[src/rtl/dds_pkg.sv]
// Shared types and defaults for the DDS sweep controller slice.
package dds_pkg;

  typedef enum logic [2:0] {
    IDLE,
    CALC,
    APPLY,
    DWELL,
    DONE
  } dds_state_t;

  localparam int unsigned DEF_CLOCK_FREQUENCY = 100_000_000;
  localparam int unsigned DEF_ACC_W           = 32;
  localparam int unsigned DEF_FREQ_W          = 32;
  localparam int unsigned DEF_DWELL_W         = 24;

  // Shortest dwell that still lets the next increment finish before it is applied.
  function automatic int unsigned min_dwell(input int unsigned freq_w, input int unsigned acc_w);
    return freq_w + acc_w + 2;
  endfunction

endpackage

[src/rtl/dds_sweep_ctrl_if.sv]
// Host/config and DDS-facing signals of the sweep controller.
interface dds_sweep_ctrl_if
  import dds_pkg::*;
#(
  parameter int unsigned FREQ_W  = DEF_FREQ_W,
  parameter int unsigned DWELL_W = DEF_DWELL_W,
  parameter int unsigned ACC_W   = DEF_ACC_W
);
  logic               cfg_valid;
  logic               cfg_ready;
  logic [FREQ_W-1:0]  start_freq;
  logic [FREQ_W-1:0]  stop_freq;
  logic [FREQ_W-1:0]  step_freq;
  logic [DWELL_W-1:0] dwell;
  logic               loop_en;
  logic               abort;
  logic [ACC_W-1:0]   phase_inc;
  logic               inc_valid;
  logic               phase_sync;
  logic               busy;
  logic               done;

  modport master (
    output cfg_valid, start_freq, stop_freq, step_freq, dwell, loop_en, abort,
    input  cfg_ready, phase_inc, inc_valid, phase_sync, busy, done
  );

  modport slave (
    input  cfg_valid, start_freq, stop_freq, step_freq, dwell, loop_en, abort,
    output cfg_ready, phase_inc, inc_valid, phase_sync, busy, done
  );
endinterface

[src/rtl/dds_inc_divider.sv]
// Serial restoring divider: quotient = floor(freq * 2^ACC_W / CLOCK_FREQUENCY),
// one quotient bit per cycle, saturating to all-ones when freq >= CLOCK_FREQUENCY.
module dds_inc_divider
  import dds_pkg::*;
#(
  parameter int unsigned CLOCK_FREQUENCY = DEF_CLOCK_FREQUENCY,
  parameter int unsigned FREQ_W          = DEF_FREQ_W,
  parameter int unsigned ACC_W           = DEF_ACC_W
)(
  input  logic              clk,
  input  logic              rst,
  input  logic              clr,
  input  logic              start,
  input  logic [FREQ_W-1:0] freq,
  output logic              busy,
  output logic              done,
  output logic [ACC_W-1:0]  quotient
);
  localparam int unsigned N     = FREQ_W + ACC_W;
  localparam int unsigned REM_W = FREQ_W + 1;
  localparam int unsigned CNT_W = $clog2(N + 1);
  localparam logic [REM_W-1:0] DIVISOR = REM_W'(CLOCK_FREQUENCY);

  // num starts as the shifted numerator and fills with quotient bits from the LSB
  logic [N-1:0]     num;
  logic [REM_W-1:0] rem;
  logic [REM_W-1:0] trial;
  logic [CNT_W-1:0] cnt;
  logic             sat;
  logic             qbit;

  always_comb begin
    trial = {rem[REM_W-2:0], num[N-1]};
    qbit  = (trial >= DIVISOR);
  end

  always_ff @(posedge clk or posedge rst) begin
    if (rst) begin
      num  <= '0;
      rem  <= '0;
      cnt  <= '0;
      sat  <= 1'b0;
      busy <= 1'b0;
      done <= 1'b0;
    end else begin
      done <= 1'b0;
      if (clr) begin
        busy <= 1'b0;
      end else if (start) begin
        num  <= {freq, {ACC_W{1'b0}}};
        rem  <= '0;
        cnt  <= CNT_W'(N);
        sat  <= ({1'b0, freq} >= DIVISOR);
        busy <= 1'b1;
      end else if (busy) begin
        rem <= qbit ? (trial - DIVISOR) : trial;
        num <= {num[N-2:0], qbit};
        cnt <= cnt - CNT_W'(1);
        if (cnt == CNT_W'(1)) begin
          busy <= 1'b0;
          done <= 1'b1;
        end
      end
    end
  end

  assign quotient = sat ? '1 : num[ACC_W-1:0];

endmodule

[src/rtl/dds_sweep_ctrl.sv]
// DDS sweep sequencer: tone / one-shot / looping linear frequency sweep with
// programmable dwell, driving phase_inc and the accumulator re-sync pulse.
module dds_sweep_ctrl
  import dds_pkg::*;
#(
  parameter int unsigned CLOCK_FREQUENCY = DEF_CLOCK_FREQUENCY,
  parameter int unsigned ACC_W           = DEF_ACC_W,
  parameter int unsigned FREQ_W          = DEF_FREQ_W,
  parameter int unsigned DWELL_W         = DEF_DWELL_W
)(
  input logic             clk,
  input logic             rst,
  dds_sweep_ctrl_if.slave bus
);
  localparam logic [DWELL_W-1:0] MIN_DW = DWELL_W'(min_dwell(FREQ_W, ACC_W));

  dds_state_t         state;
  logic [FREQ_W-1:0]  start_r, stop_r, step_r;
  logic [FREQ_W-1:0]  pend_r;
  logic [DWELL_W-1:0] dwell_r, cnt;
  logic               loop_r, up_r, tone_r;
  logic               pend_start, applied_stop;
  logic [ACC_W-1:0]   phase_inc_r;
  logic               inc_valid_r, phase_sync_r, done_r;

  logic               div_start, div_busy, div_done;
  logic [ACC_W-1:0]   div_q;

  logic [FREQ_W:0]    sum_w, diff_w, stop_w;
  logic [FREQ_W-1:0]  stepped, after;
  logic               pend_at_stop, dwell_end, sweep_end, go_apply;

  dds_inc_divider #(
    .CLOCK_FREQUENCY (CLOCK_FREQUENCY),
    .FREQ_W          (FREQ_W),
    .ACC_W           (ACC_W)
  ) u_div (
    .clk      (clk),
    .rst      (rst),
    .clr      (bus.abort),
    .start    (div_start),
    .freq     (pend_r),
    .busy     (div_busy),
    .done     (div_done),
    .quotient (div_q)
  );

  // pend_r is the frequency whose increment the divider holds for the next APPLY;
  // it advances at every APPLY so the next divide overlaps the current dwell.
  always_comb begin
    stop_w  = {1'b0, stop_r};
    sum_w   = {1'b0, pend_r} + {1'b0, step_r};
    diff_w  = {1'b0, pend_r} - {1'b0, step_r};
    stepped = stop_r;
    if (up_r) begin
      if (sum_w <= stop_w) stepped = sum_w[FREQ_W-1:0];
    end else begin
      if (!diff_w[FREQ_W] && (diff_w >= stop_w)) stepped = diff_w[FREQ_W-1:0];
    end
    pend_at_stop = (pend_r == stop_r);
    after        = pend_at_stop ? start_r : stepped;
    dwell_end    = (cnt == dwell_r);
    sweep_end    = (state == DWELL) && !tone_r && dwell_end && applied_stop && !loop_r;
    go_apply     = ((state == CALC) && div_done) ||
                   ((state == DWELL) && !tone_r && dwell_end && !sweep_end && !div_busy);
  end

  always_ff @(posedge clk or posedge rst) begin
    if (rst) begin
      state        <= IDLE;
      start_r      <= '0;
      stop_r       <= '0;
      step_r       <= '0;
      pend_r       <= '0;
      dwell_r      <= '0;
      cnt          <= '0;
      loop_r       <= 1'b0;
      up_r         <= 1'b0;
      tone_r       <= 1'b0;
      pend_start   <= 1'b0;
      applied_stop <= 1'b0;
      phase_inc_r  <= '0;
      inc_valid_r  <= 1'b0;
      phase_sync_r <= 1'b0;
      done_r       <= 1'b0;
      div_start    <= 1'b0;
    end else begin
      inc_valid_r  <= 1'b0;
      phase_sync_r <= 1'b0;
      done_r       <= 1'b0;
      div_start    <= 1'b0;
      if (bus.abort) begin
        state       <= IDLE;
        phase_inc_r <= '0;
      end else if (go_apply) begin
        state        <= APPLY;
        phase_inc_r  <= div_q;
        inc_valid_r  <= 1'b1;
        phase_sync_r <= pend_start;
        applied_stop <= pend_at_stop;
        pend_r       <= after;
        pend_start   <= pend_at_stop;
        div_start    <= 1'b1;
        cnt          <= DWELL_W'(1);
      end else begin
        case (state)
          IDLE: begin
            if (bus.cfg_valid) begin
              start_r    <= bus.start_freq;
              stop_r     <= bus.stop_freq;
              step_r     <= bus.step_freq;
              dwell_r    <= (bus.dwell < MIN_DW) ? MIN_DW : bus.dwell;
              loop_r     <= bus.loop_en;
              up_r       <= (bus.stop_freq >= bus.start_freq);
              tone_r     <= (bus.step_freq == '0) || (bus.start_freq == bus.stop_freq);
              pend_r     <= bus.start_freq;
              pend_start <= 1'b1;
              div_start  <= 1'b1;
              state      <= CALC;
            end
          end
          CALC: ;
          APPLY: begin
            state <= DWELL;
            cnt   <= cnt + DWELL_W'(1);
          end
          DWELL: begin
            if (sweep_end) begin
              state  <= DONE;
              done_r <= 1'b1;
            end else if (!tone_r && !dwell_end) begin
              cnt <= cnt + DWELL_W'(1);
            end
          end
          DONE:    state <= IDLE;
          default: state <= IDLE;
        endcase
      end
    end
  end

  assign bus.cfg_ready  = (state == IDLE) && !bus.abort;
  assign bus.busy       = (state != IDLE);
  assign bus.phase_inc  = phase_inc_r;
  assign bus.inc_valid  = inc_valid_r;
  assign bus.phase_sync = phase_sync_r;
  assign bus.done       = done_r;

endmodule

[src/flat_wrapper.sv]
// flat-port wrapper written by rule: the top's interface ports become plain ports
module dds_sweep_ctrl_flat import dds_pkg::*;
#(
  parameter int unsigned CLOCK_FREQUENCY = DEF_CLOCK_FREQUENCY,
  parameter int unsigned ACC_W           = DEF_ACC_W,
  parameter int unsigned FREQ_W          = DEF_FREQ_W,
  parameter int unsigned DWELL_W         = DEF_DWELL_W
)
  (clk, rst, bus_cfg_valid, bus_start_freq, bus_stop_freq, bus_step_freq, bus_dwell, bus_loop_en, bus_abort, bus_cfg_ready, bus_phase_inc, bus_inc_valid, bus_phase_sync, bus_busy, bus_done);
  dds_sweep_ctrl_if #(.FREQ_W(FREQ_W), .DWELL_W(DWELL_W), .ACC_W(ACC_W)) bus_i ();
  input logic clk;
  input logic rst;
  input wire logic [$bits(bus_i.cfg_valid)-1:0] bus_cfg_valid;
  input wire logic [$bits(bus_i.start_freq)-1:0] bus_start_freq;
  input wire logic [$bits(bus_i.stop_freq)-1:0] bus_stop_freq;
  input wire logic [$bits(bus_i.step_freq)-1:0] bus_step_freq;
  input wire logic [$bits(bus_i.dwell)-1:0] bus_dwell;
  input wire logic [$bits(bus_i.loop_en)-1:0] bus_loop_en;
  input wire logic [$bits(bus_i.abort)-1:0] bus_abort;
  output wire logic [$bits(bus_i.cfg_ready)-1:0] bus_cfg_ready;
  output wire logic [$bits(bus_i.phase_inc)-1:0] bus_phase_inc;
  output wire logic [$bits(bus_i.inc_valid)-1:0] bus_inc_valid;
  output wire logic [$bits(bus_i.phase_sync)-1:0] bus_phase_sync;
  output wire logic [$bits(bus_i.busy)-1:0] bus_busy;
  output wire logic [$bits(bus_i.done)-1:0] bus_done;
  assign bus_i.cfg_valid = bus_cfg_valid;
  assign bus_i.start_freq = bus_start_freq;
  assign bus_i.stop_freq = bus_stop_freq;
  assign bus_i.step_freq = bus_step_freq;
  assign bus_i.dwell = bus_dwell;
  assign bus_i.loop_en = bus_loop_en;
  assign bus_i.abort = bus_abort;
  assign bus_cfg_ready = bus_i.cfg_ready;
  assign bus_phase_inc = bus_i.phase_inc;
  assign bus_inc_valid = bus_i.inc_valid;
  assign bus_phase_sync = bus_i.phase_sync;
  assign bus_busy = bus_i.busy;
  assign bus_done = bus_i.done;
  dds_sweep_ctrl #(.CLOCK_FREQUENCY(CLOCK_FREQUENCY), .ACC_W(ACC_W), .FREQ_W(FREQ_W), .DWELL_W(DWELL_W)) u_core (.clk(clk), .rst(rst), .bus(bus_i));
endmodule
[config.mk]
export PLATFORM = sky130hd
export DESIGN_NAME = dds_sweep_ctrl_flat
export DESIGN_NICKNAME = d
export VERILOG_FILES = /design/src/rtl/dds_pkg.sv /design/src/rtl/dds_sweep_ctrl_if.sv /design/src/rtl/dds_inc_divider.sv /design/src/rtl/dds_sweep_ctrl.sv /design/src/flat_wrapper.sv
export SDC_FILE = /design/constraint.sdc
export NUM_CORES = 1
export LEC_CHECK = 0
export ABC_AREA = 1
export CAP_MARGIN = 20
export CORE_MARGIN = 1
export CORE_UTILIZATION = 61
export CTS_CLUSTER_SIZE = 40
export DETAILED_ROUTE_END_ITERATION = 16
export GPL_ROUTABILITY_DRIVEN = 0
export GPL_TIMING_DRIVEN = 0
export PLACE_DENSITY = 0.81
export SLEW_MARGIN = 20
export SYNTH_ARGS = -nofsm -noshare
export SYNTH_HDL_FRONTEND = slang
export SYNTH_SLANG_ARGS = --single-unit
[constraint.sdc]
create_clock -name clk -period 11.5 [get_ports clk]
set_input_delay 1.15 -clock clk [delete_from_list [all_inputs] [get_ports clk]]
set_output_delay 1.15 -clock clk [all_outputs]
set_load 0.05 [all_outputs]
==> results list <==
* Remaining Overflow, GRT: 0
- The tightest min-delay check is of the flip-flop to flip-flop type.
- Once the floorplan was initialized, standard cells occupied 62.2% of the core.
- The share of synthesized area in the top cell type comes to 35.7%.
- After floorplanning, the core was divided into 70 placement rows.
- Run status: finished clean
* Final critical-path setup slack: 5990 ps
- Wire length after detailed routing: 73800 um
* Post-layout instance area: 0.0264 mm2
- In this run the power spent charging and discharging nets is 3600 uW.
- The longest clock path from root to sink contains 3 buffers.
- The floorplan step defined a die boundary enclosing 0.0382 mm2.
* Crit. End Element: flip-flop
* Pre-CTS WS: 6330 ps
- From synthesis to final layout, the design area changed by 15.5%.
- Switching portion of total power: 50.4%
* Post-detailed-route count of antenna-violating nets: 0
- Dividing total power by cell area gives a power density of 271 mW/mm2.
* Clock tree from TritonCTS: done
- In this run the mean area of a mapped cell was 7.18 um2.
- Sequential-to-total area share from yosys stat: 35.7%
- Setup repair after global routing left no endpoint under its margin.
- Tracing the worst setup path back leads to its startpoint at u_core.pend_r[0].
- Cell family with the largest share of critical-path delay: simple AND/OR/NAND/NOR gates
- Total standard cell area after synthesis: 0.0228 mm2
* Maximum ir drop on the vdd rail: 0.187 mV
* Buffering stage count on the worst path with inverters included: 5
- For this run, design rule violations remaining after detail routing come to 0.
* Number of buffers added to fix hold violations after cts: 0
- At the pin with the least slew margin, the transition time is 1270 ps.
- The library cell used most frequently in the layout, excluding fill and tap cells, is sky130_fd_sc_hd__nand2_1.
- Buffers added to address setup during post-CTS repair amount to 0.
- Placeable core region: 0.0367 mm2
- Of all nets on the critical path, the largest fanout is 10.
- For this run, the slowest stage of the critical path takes 480 ps.
- By area the synthesized netlist is led by sky130_fd_sc_hd__dfrtp_1 36%, sky130_fd_sc_hd__nand2_1 14%, sky130_fd_sc_hd__ha_1 9.0%.
* Total number of clock tree sinks: 326
* Pin count of the biggest net entering global routing: 92
- Sequential cell area: 0.00816 mm2
- Portion of total power attributed to combinational logic: 58.7%
- Number of stages on the worst setup path: 32
* Layout cell share with drive strength beyond 1: 5.22%
- For this run, the leading register cell type out of synthesis is sky130_fd_sc_hd__dfrtp_1.
* Total power after layout: 7140 uW
* GR Util All Layers: 39.0%
* Number of antenna violations at the first check in global routing: 1
* Setup total negative slack: 0 ps
* Cell type with the highest occurrence count on the critical path: sky130_fd_sc_hd__nand2_1
- Across all register-to-register paths, the minimum setup slack is 5990 ps.
- Measured in cells, the most critical reg-to-reg path has a length of 32.
- Max-slew headroom at the worst pin: 14.7%
- Sequential cell fraction of total power: 24.1%
- Syn Inst Count: 3181
- Library cell occupying the most area in the post-synthesis netlist: sky130_fd_sc_hd__dfrtp_1
- Detailed-router iteration count before antenna repair: 6
- Area post-placement: 0.0251 mm2
- Kind of start point of the critical path: flip-flop
- Critical Path Sink: u_core.pend_r[23]
- Setup violations remaining at the end of the flow were counted as 0.
- Synthesis warning total: 0
- For the worst setup path, the data arrival time is 5960 ps.
- Leaving out fill and tap cells, the most frequent cells in the layout are 858 x sky130_fd_sc_hd__nand2_1, 416 x sky130_fd_sc_hd__inv_1, 326 x sky130_fd_sc_hd__dfrtp_1, 242 x sky130_fd_sc_hd__o21ai_0, 237 x sky130_fd_sc_hd__nand3_1.
* Wire length of the first global-routing pass: 117000 um
- In this run the vertical extent of the chip is 195 um.
- The final count of pins violating max slew is 0.
* Clk_skew: 29.0 ps
- After clock tree synthesis, the repair step resized 0 gates.
- The detailed router finished its first iteration with 3051 violations.
- Yosys mapped a number of flops with a built-in enable equal to 0.
- Final-report hold violation count: 0
- Final clock period utilization by the worst path: 47.9%
- The clock network is responsible for 17.2% of the overall power.
- In the final design database the tool counted 3676 nets.
- Top-level port count: 162
- Post-synth net total: 3473
- The tree is rooted in a sky130_fd_sc_hd__clkbuf_16.
* H-Tree Level Count: 2
- The clock period could shrink to 5510 ps.
- At the worst endpoint, the required time is 11940 ps.
- Final HPWL DP: 56400 um
- Layout filler cell count: 2962
- Cell internal power was estimated by the tool at 3540 uW.
- In this run the most critical hold path is launched from u_core.bus.phase_inc[24].
- Synth Register Bits: 326
* Clk_lat worst skew: 580 ps
- Across the run, the number of max-cap violations was 0.
* Reported leakage power: 0.0130 uW
- Combined area of the multi-input logic cells: 0.0124 mm2
* Category of the critical setup timing path: flip-flop to flip-flop
- During placement, the flow inserted port buffers numbering 161.
- Timing would allow up to 181 MHz.
- Average vias per placed instance: 6.07
- Clock-pin slew was measured on the worst setup and hold paths at 70 ps.
- The routed layout has 23500 vias.
* Library cells used by synthesis: 64
* Worst R2R Start: u_core.pend_r[0]
- The floorplan step set the die width to 195 um.
* Number of diodes added for antenna fixing: 0
- Final routed wire length divided by cell count: 19.0 um
- Share of flip-flops with an asynchronous set or reset after synthesis: 100%
- Via count of the first global-routing pass: 22500
- TritonCTS Buffers: 37
- Endpoint of the worst register-to-register path: u_core.pend_r[23]
- Slowest cell on crit path: sky130_fd_sc_hd__dfrtp_1
==> cells in the mapped netlist, types with 5 or more instances <==
| cell type | instances |
|---|---|
| sky130_fd_sc_hd__a21o_1 | 9 |
| sky130_fd_sc_hd__clkbuf_1 | 78 |
| sky130_fd_sc_hd__nand3_1 | 237 |
| sky130_fd_sc_hd__nand4_1 | 49 |
| sky130_fd_sc_hd__nand2_1 | 858 |
| sky130_fd_sc_hd__o21ai_0 | 242 |
| sky130_fd_sc_hd__buf_2 | 46 |
| sky130_fd_sc_hd__nor2_1 | 185 |
| sky130_fd_sc_hd__or2_2 | 13 |
| sky130_fd_sc_hd__a22oi_1 | 10 |
| sky130_fd_sc_hd__nand3_2 | 5 |
| sky130_fd_sc_hd__o22ai_1 | 56 |
| sky130_fd_sc_hd__o31ai_1 | 19 |
| sky130_fd_sc_hd__inv_1 | 417 |
| sky130_fd_sc_hd__o221ai_1 | 5 |
| sky130_fd_sc_hd__xor2_1 | 72 |
| sky130_fd_sc_hd__o211ai_1 | 13 |
| sky130_fd_sc_hd__nor3_1 | 39 |
| sky130_fd_sc_hd__inv_2 | 8 |
| sky130_fd_sc_hd__a21oi_1 | 164 |
| sky130_fd_sc_hd__a31oi_1 | 12 |
| sky130_fd_sc_hd__dfrtp_1 | 326 |
| sky130_fd_sc_hd__nand2_2 | 5 |
| sky130_fd_sc_hd__buf_4 | 8 |
| sky130_fd_sc_hd__a211oi_1 | 5 |
| sky130_fd_sc_hd__o21ai_2 | 7 |
| sky130_fd_sc_hd__ha_1 | 165 |
| sky130_fd_sc_hd__xnor2_1 | 31 |
| sky130_fd_sc_hd__nor4_1 | 32 |
==> registers in the layout (all words and copies together) (netlist names), 3 cells and up <==
register,cells
u_core.start_r,32
u_core.state,3
u_core.u_div.rem,32
u_core.stop_r,32
u_core.pend_r,32
u_core.u_div.num,64
u_core.dwell_r,24
u_core.bus.phase_inc,32
u_core.cnt,24
u_core.u_div.cnt,7
u_core.step_r,32
==> worst min path at each step <==
stage	endpoint	slack, ps	depth (start not counted)
finish	u_core.bus.phase_inc[24]	470	2
global route	u_core.bus.phase_inc[24]	490	2
CTS	u_core.bus.phase_inc[5]	470	2
detailed placement	u_core.bus.phase_inc[5]	460	2
global placement	u_core.bus.phase_inc[30]	460	2
floorplan	u_core.u_div.num[39]	450	2
==> logic make-up after synthesis <==
group | after synthesis | share of synthesized area [%]
and+or+nand+nor | 1447 | 27.1
DFF | 326 | 35.7
adders and majority gates | 167 | 9.22
AOI/OAI and AO/OA | 571 | 14.1
xor gates and xnor gates | 103 | 3.95
buffers and inverters | 567 | 9.84
==> routing by layer <==
| layer | vias up | wire length [um] | track usage [%] |
|---|---|---|---|
| met3 | 261 | 8690 | 9.02 |
| li1 | 10800 | - | - |
| met5 | - | 0 | 0 |
| met2 | 1439 | 31400 | 59.1 |
| met4 | 0 | 4190 | 20.0 |
| met1 | 11000 | 29500 | 52.1 |
==> layout make-up <==
cell class,instances,share of cell area [%]
well taps,468,2.22
inverters,426,6.09
flip-flops and latches,326,30.9
repair buffers,164,6.42
clock buffers,51,3.98
plain buffers,141,2.46
clock inverters,16,0.745
multi-input cells,2288,47.1
==> per-stage QoR <==
stage	instances	hold WS [ps]	utilization, %
2_1_floorplan	3181	448	-
3_3_place_gp	3810	455	68.2
3_5_place_dp	3813	460	68.5
4_1_cts	3880	474	71.9
5_1_grt	3880	492	71.9
6_report	3880	472	71.9
==> power groups by stage <==
stage	sequential [uW]	clock, uW	combinational (uW)
floorplan	1620	0	2930
global placement	1710	0	3810
detailed placement	1720	0	3980
CTS	1710	1240	4010
global route	1740	1280	4620
finish	1720	1230	4190
==> tightest hold or removal path, stage by stage (launching register included) <==
cell,delay [ps]
sky130_fd_sc_hd__dfrtp_1,340
sky130_fd_sc_hd__nand2_1,60
sky130_fd_sc_hd__nand2_1,50
No activity file was read; power rests on OpenSTA's default activity.
